## src/rtl/decode_ctrl_pipe.sv

```systemverilog
// RV32I(+M) main decoder feeding the E-stage control register, with a
// small FSM that holds the E stage while a multi-cycle div/rem executes.
module decode_ctrl_pipe #(
  parameter int ENABLE_M    = 1,
  parameter int DIV_LATENCY = 4
) (
  input  logic        clk,
  input  logic        reset,
  input  logic        instr_valid_d,
  input  logic [31:0] instr_d,
  input  logic        stall_e,
  input  logic        flush_e,
  output logic        reg_write_e,
  output logic        alu_src_a_e,
  output logic        mem_write_e,
  output logic        branch_e,
  output logic        jump_e,
  output logic [2:0]  imm_src_e,
  output logic [1:0]  alu_src_b_e,
  output logic [1:0]  result_src_e,
  output logic [1:0]  arith_op_e,
  output logic        md_en_e,
  output logic [2:0]  md_op_e,
  output logic        valid_e,
  output logic        illegal_e,
  output logic        md_busy
);

  localparam int CNT_W = $clog2(DIV_LATENCY) + 1;
  localparam logic [CNT_W-1:0] CNT_LOAD = CNT_W'(DIV_LATENCY - 1);
  localparam logic [CNT_W-1:0] CNT_ONE  = CNT_W'(1);

  localparam logic [6:0] OP_R      = 7'b0110011;
  localparam logic [6:0] OP_IMM    = 7'b0010011;
  localparam logic [6:0] OP_LOAD   = 7'b0000011;
  localparam logic [6:0] OP_JALR   = 7'b1100111;
  localparam logic [6:0] OP_STORE  = 7'b0100011;
  localparam logic [6:0] OP_BRANCH = 7'b1100011;
  localparam logic [6:0] OP_JAL    = 7'b1101111;
  localparam logic [6:0] OP_AUIPC  = 7'b0010111;
  localparam logic [6:0] OP_LUI    = 7'b0110111;

  // base = {reg_write, imm_src, alu_src_a, alu_src_b, mem_write,
  //         result_src, branch, arith_op, jump}
  typedef struct packed {
    logic [13:0] base;
    logic        md_en;
    logic [2:0]  md_op;
    logic        illegal;
  } ctrl_t;

  typedef enum logic {IDLE, DIV} state_t;

  logic [6:0] opcode_p0;
  logic [6:0] funct7_p0;
  logic [2:0] funct3_p0;
  ctrl_t      dec_p0;
  ctrl_t      ctrl_p1;
  logic       vld_p1;
  state_t     state_q, state_d;
  logic [CNT_W-1:0] cnt_q, cnt_d;
  logic       load;
  logic       div_start;
  logic       unused_instr;

  assign opcode_p0    = instr_d[6:0];
  assign funct3_p0    = instr_d[14:12];
  assign funct7_p0    = instr_d[31:25];
  assign unused_instr = ^{instr_d[24:15], instr_d[11:7]};

  // Stage D: combinational decode
  always_comb begin
    dec_p0 = '0;
    case (opcode_p0)
      OP_R: begin
        if (funct7_p0 == 7'b0000000 || funct7_p0 == 7'b0100000) begin
          dec_p0.base = 14'b1_000_0_00_0_00_0_10_0;
        end else if (funct7_p0 == 7'b0000001 && ENABLE_M != 0) begin
          dec_p0.base  = 14'b1_000_0_00_0_00_0_10_0;
          dec_p0.md_en = 1'b1;
          dec_p0.md_op = funct3_p0;
        end else begin
          dec_p0.illegal = 1'b1;
        end
      end
      OP_IMM:    dec_p0.base = 14'b1_000_0_01_0_00_0_10_0;
      OP_LOAD:   dec_p0.base = 14'b1_000_0_01_0_01_0_00_0;
      OP_JALR:   dec_p0.base = 14'b1_000_0_01_0_10_0_00_1;
      OP_STORE:  dec_p0.base = 14'b0_001_0_01_1_00_0_00_0;
      OP_BRANCH: dec_p0.base = 14'b0_010_0_00_0_00_1_01_0;
      OP_JAL:    dec_p0.base = 14'b1_011_0_00_0_10_0_00_1;
      OP_AUIPC:  dec_p0.base = 14'b1_100_1_10_0_00_0_00_0;
      OP_LUI:    dec_p0.base = 14'b1_100_1_01_0_00_0_00_0;
      default:   dec_p0.illegal = 1'b1;
    endcase
  end

  assign md_busy   = (state_q == DIV);
  assign load      = !flush_e && !stall_e && !md_busy;
  assign div_start = load && instr_valid_d && dec_p0.md_en && dec_p0.md_op[2];

  // Stage E: control register (flush > hold > load)
  always_ff @(posedge clk or posedge reset) begin
    if (reset) begin
      ctrl_p1 <= '0;
      vld_p1  <= 1'b0;
    end else if (flush_e) begin
      ctrl_p1 <= '0;
      vld_p1  <= 1'b0;
    end else if (load) begin
      ctrl_p1 <= instr_valid_d ? dec_p0 : '0;
      vld_p1  <= instr_valid_d;
    end
  end

  always_ff @(posedge clk or posedge reset) begin
    if (reset) begin
      state_q <= IDLE;
      cnt_q   <= '0;
    end else begin
      state_q <= state_d;
      cnt_q   <= cnt_d;
    end
  end

  // Busy counter runs regardless of stall_e; only flush or reset cuts it short.
  always_comb begin
    state_d = state_q;
    cnt_d   = cnt_q;
    case (state_q)
      IDLE: begin
        if (div_start) begin
          state_d = DIV;
          cnt_d   = CNT_LOAD;
        end
      end
      DIV: begin
        if (flush_e) begin
          state_d = IDLE;
          cnt_d   = '0;
        end else begin
          cnt_d = cnt_q - CNT_ONE;
          if (cnt_q == CNT_ONE) state_d = IDLE;
        end
      end
      default: begin
        state_d = IDLE;
        cnt_d   = '0;
      end
    endcase
  end

  assign {reg_write_e, imm_src_e, alu_src_a_e, alu_src_b_e, mem_write_e,
          result_src_e, branch_e, arith_op_e, jump_e} = ctrl_p1.base;
  assign md_en_e   = ctrl_p1.md_en;
  assign md_op_e   = ctrl_p1.md_op;
  assign illegal_e = ctrl_p1.illegal;
  assign valid_e   = vld_p1;

endmodule

```

## config.mk

```make
export PLATFORM = sky130hd
export DESIGN_NAME = decode_ctrl_pipe
export DESIGN_NICKNAME = d
export VERILOG_FILES = /design/src/rtl/decode_ctrl_pipe.sv
export SDC_FILE = /design/constraint.sdc
export NUM_CORES = 1
export LEC_CHECK = 0
export CAP_MARGIN = 20
export CELL_PAD_IN_SITES_DETAIL_PLACEMENT = 1
export CELL_PAD_IN_SITES_GLOBAL_PLACEMENT = 1
export CORE_AREA = 8 8 73 75
export CTS_CLUSTER_SIZE = 28
export DETAILED_ROUTE_END_ITERATION = 6
export DIE_AREA = 0 0 81 83
export GPL_ROUTABILITY_DRIVEN = 0
export PLACE_DENSITY = 0.8
export SYNTH_ARGS = -nofsm -noshare
export SYNTH_HDL_FRONTEND = slang
export SYNTH_SLANG_ARGS = --single-unit
```

## constraint.sdc

```tcl
create_clock -name clk -period 1.7 [get_ports clk]
set_input_delay 0.255 -clock clk [delete_from_list [all_inputs] [get_ports clk]]
set_output_delay 0.255 -clock clk [all_outputs]
set_load 0.03 [all_outputs]
```

* Word level (Yosys, flattened, before mapping)
Cells that the tools add are included.
** Cells by class
- Bitwise logic cells :: 1
- Reductions and logical operators :: 12
- Add/subtract/negate cells :: 1
- Multiplexer cells :: 19
- Eq/ne operators :: 13
** Operators with widths (number)
- $pmux W14 S9 :: 1
- $mux W19 :: 3
- $eq A7 B6 Y1 const B :: 4
- $eq A7 B7 Y1 const B :: 3
- $mux W18 :: 1
- $eq A7 B5 Y1 const B :: 2
- $mux W14 :: 1
- $reduce_or A8 Y1 :: 1
- $eq A7 B1 Y1 const B :: 1
- $eq A7 B2 Y1 const B :: 1
- $logic_not A7 Y1 :: 1
- $mux W1 :: 6
- $mux W3 :: 2
- $pmux W3 S2 :: 1
- $logic_and A1 B1 Y1 :: 5
- $mux W5 :: 1
- $mux W4 :: 1
- $pmux W1 S2 :: 2
- $eq A3 B1 Y1 const B :: 1
- $logic_not A1 Y1 :: 3
- $sub A3 B1 Y3 const B :: 1
- $ne A2 B2 Y1 const B :: 1
- $reduce_bool A2 Y1 :: 1
- $logic_or A1 B1 Y1 :: 1
- $not A1 Y1 :: 1
** Word-level totals
- Register bits :: 24
- Output and inout bits :: 21
- Logic and storage cells :: 53
- Input bits :: 37

* Depth between registers and ports, before layout
- Depth in word-level cells :: 8
- Gate-level depth with buffers :: 5
- Depth with buffers taken out :: 5

* Worst setup path before layout
Ideal clock, no wire load.
- Path kind :: reg-to-reg
- Start point :: reg state_q, in the netlist md_busy
- End point :: reg ctrl_p1 (netlist bit mem_write_e)
- Library setup time :: 68 ps
- Stages on the path, launching flop included :: 5
- Required time :: 1632 ps
- Clock period less this slack :: 1571 ps
- Arrival time :: 1503 ps
- Setup slack :: 129 ps
- Path buffers :: 0
- Path through :: dfrtp_1 -> nor4b_4 -> nand2_2 -> a2111oi_4 -> a32o_1
** On the way
- Cells in the longest elaborated chain, start to end :: 3
** Ends and longest elaborated chain
- start: declaration :: RTL line 60 : state_t state_q, state_d;
- start signal: assignment :: RTL line 121 : state_q <= state_d;
- $logic_not A1 Y1 :: RTL line 99 : assign load = !flush_e && !stall_e && !md_busy;
- $logic_and A1 B1 Y1 :: RTL line 99
- $reduce_bool A2 Y1 (no line)
- end signal: assignment :: RTL line 111 : ctrl_p1 <= instr_valid_d ? dec_p0 : '0;
- end: declaration :: RTL line 58 : ctrl_t ctrl_p1;
No other way between the ends.
A chain may end at the register's enable or synchronous reset.

* Final worst setup path
- Start point :: reg state_q, in the netlist md_busy
- End point :: out md_busy
** RTL lines
- end: declaration :: RTL line 26 : output logic md_busy
No word-level cell between the ends.

==> metrics.txt <==
synth warn 0; Switch Pwr 267 uW; first-pass GRT wire length 6640 um; Synth top area share 44.3%; number of buffers created by CTS 3; full die area 6720 um^2; Finished Cell Area 1860 um^2; non-filler instance count after layout 235; Buffers & Inverters on Critical Path 1; slowest CP cell clkdlybuf4s50_1; Final nets 223; Worst Setup Path Type register to primary output; row count 24; vias per inst 4.92; r2r worst-path depth 4; Die Span X 81 um; Worst EP arrival 1.37 ns; Hold/Removal Path Class input pin to asynchronous set/reset pin; max-cap viol count 0; RSZ-0062 raised after global routing true; Net Count, Synth 161; DRC viols 0; Layout Skew 0.00165 ns; R2R setup slack 0.08 ns; most instantiated library cell after synthesis dfrtp_1; initial antenna violation count 0; fmax 614 MHz; maximum vdd ir drop 0.259 mV; synthesized area 1190 um^2; critical-path cell list clkdlybuf4s50_1; status finished clean; WP data required 1.44 ns; Synth area leaders dfrtp_1, nand2_1, a22o_1; most frequent cells after synthesis dfrtp_1, nand2_1, nor2_1; cells after synthesis 122; Antenna Cells 0; RR Startpoint md_busy; R2R Path End mem_write_e; max incr delay on CP 0.69 ns; slew margin rel. 72.8%; Final min period 1.63 ns; Hold Buf Count CTS 0; share of cells above drive strength 1 20.8%; Sw Ratio 25.9%; drt pass-1 iters 4; Starting Density 28.2%; Port Buf Inserts 42; predominant post-synthesis flop cell dfrtp_1; register area share after synthesis 44.3%; DPL Wire Length 3170 um; sequential share of power 49.0%; routed wire length per instance 16.8 um; Post-synth EDFFs 0; DR iter-0 viols 39; Clock Power Share 32.6%; grt total ovfl 0; Synth async-reset ratio 100%; Synth Area per Inst 9.72 um^2; synthesized flop and latch total 21; combinational power share 18.4%; Max Slew Vio Count 0; final wirelength 3940 um; DP Area 1790 um^2; Crit. End Element primary output; largest net degree at the start of global routing 22; clock sinks 21; Area Overhead vs Synth 56.8%; Final Setup Violations 0; PD cells 555 nW/um^2; Clock Tree Buf Depth 2; Top Family by Delay on Critical Path buffers and inverters; P_int 765 uW; I/O pins 58; GRT Resource Usage Total 12.3%; unique cell type count in the Yosys netlist 38; period utilisation layout 95.8%; core area 4200 um^2; die height 83 um; placed insts 230; Post-DRT Antenna Nets 0; H-tree levels 1; CP Max Fanout 5; cell accounting for the most synthesized area dfrtp_1; vias 1157; CP Launch Type register; Slew @ Worst Pin 0.409 ns; Pleak 0.861 nW; setup TNS 0 ns; CTS Root Cell clkbuf_8; clock-pin slew on the worst setup and hold paths 0.08 ns; Final Hold Vio Count 0; TritonCTS clock tree done; vias in the first global route 1322; Skew-Pair Late Insertion Delay 0.26 ns
==> registers in the layout, indices dropped and copies added (netlist names) <==
signal and count:
valid_e 1, reg_write_e 1, mem_write_e 1, result_src_e 2
md_op_e 3, md_busy 1, alu_src_b_e 2, cnt_q 3
arith_op_e 1, illegal_e 1, md_en_e 1, imm_src_e 3
branch_e 1
==> cells by family after synthesis <==
kind of cell             synth area share, %
AND/OR/NAND/NOR                         27.4
AO/OA/AOI/OAI                           19.1
flip-flops                              44.3
buffers and inverters                   5.59
XOR/XNOR                                1.48
adder cells (fa/ha/maj)                 2.11
==> worst register-to-register path: stages, from the launching register on <==
cell and delay [ns]:
dfrtp_2 0.45, nor4b_4 0.37, nand2_2 0.16, a2111oi_4 0.34
a32o_2 0.24
==> layout by cell type, fill, tap and decap left out, drive strengths merged, types with 3 or more instances in the layout <==
cell,instances
clkdlybuf4s50,40
nor2b,3
a21oi,3
a22o,6
nor3,3
o21ai,8
buf,23
nand2,19
nand2b,5
nand3,3
dfrtp,21
inv,5
clkbuf,3
a31oi,3
nor2,8
==> power by group through the flow <==
stage          logic [mW]  clock network (mW)  registers [mW]
3_5_place_dp        0.187                   0           0.516
5_1_grt             0.207               0.359           0.506
3_3_place_gp        0.180                   0           0.515
4_1_cts             0.191               0.339           0.506
6_report            0.190               0.337           0.506
2_1_floorplan      0.0720                   0           0.521
==> area by class of cell <==
cell class,count,area (um^2)
fillers,490,2340
clock buffers,3,41.3
flip-flops and latches,21,527
inverters,5,18.8
multi-input cells,88,604
repair buffers,65,598
clock inverters,1,5.00
well taps,52,65.1
==> how the worst max path moves through the flow <==
stage | from | endpoint | slack, ns | cells past startpoint
6_report | md_busy | md_busy | 0.07 | 1
5_1_grt | md_busy | mem_write_e | -0.02 | 4
4_1_cts | md_busy | md_busy | 0.009 | 1
3_5_place_dp | flush_e | alu_src_b_e[1] | -0.25 | 5
3_3_place_gp | flush_e | cnt_q[2] | -0.16 | 5
2_1_floorplan | md_busy | mem_write_e | 0.13 | 4
==> metrics by stage <==
stage	worst slack (ns)	total power [mW]	hold slack (ns)	utilization (%)
after global placement	-0.164	0.695	0.461	42.6
after floorplan	0.129	0.593	0.232	-
after detailed placement	-0.253	0.703	0.465	42.6
after global routing	-0.0156	1.07	0.359	44.2
after CTS	0.00928	1.04	0.344	43.8
final	0.0712	1.03	0.330	44.2
==> timing repair <==
item | CTS | global route
gates resized for setup | 0 | 6
pin swaps | 1 | 1
buffers inserted | 1 | 0
endpoints found under the setup margin | 2 | 14
==> routing by layer <==
| layer | vias up | track usage (%) | share of wire (%) | routed length [um] |
|---|---|---|---|---|
| met3 | 9 | 2.80 | 5.5 | 218 |
| met4 | 0 | 4.88 | 2.2 | 87 |
| met2 | 37 | 21.5 | 53 | 2090 |
| met5 | - | 0 | 0 | 0 |
| li1 | 550 | - | - | - |
| met1 | 561 | 13.7 | 39 | 1550 |
Note: power is estimated with default switching activity, not from simulation.
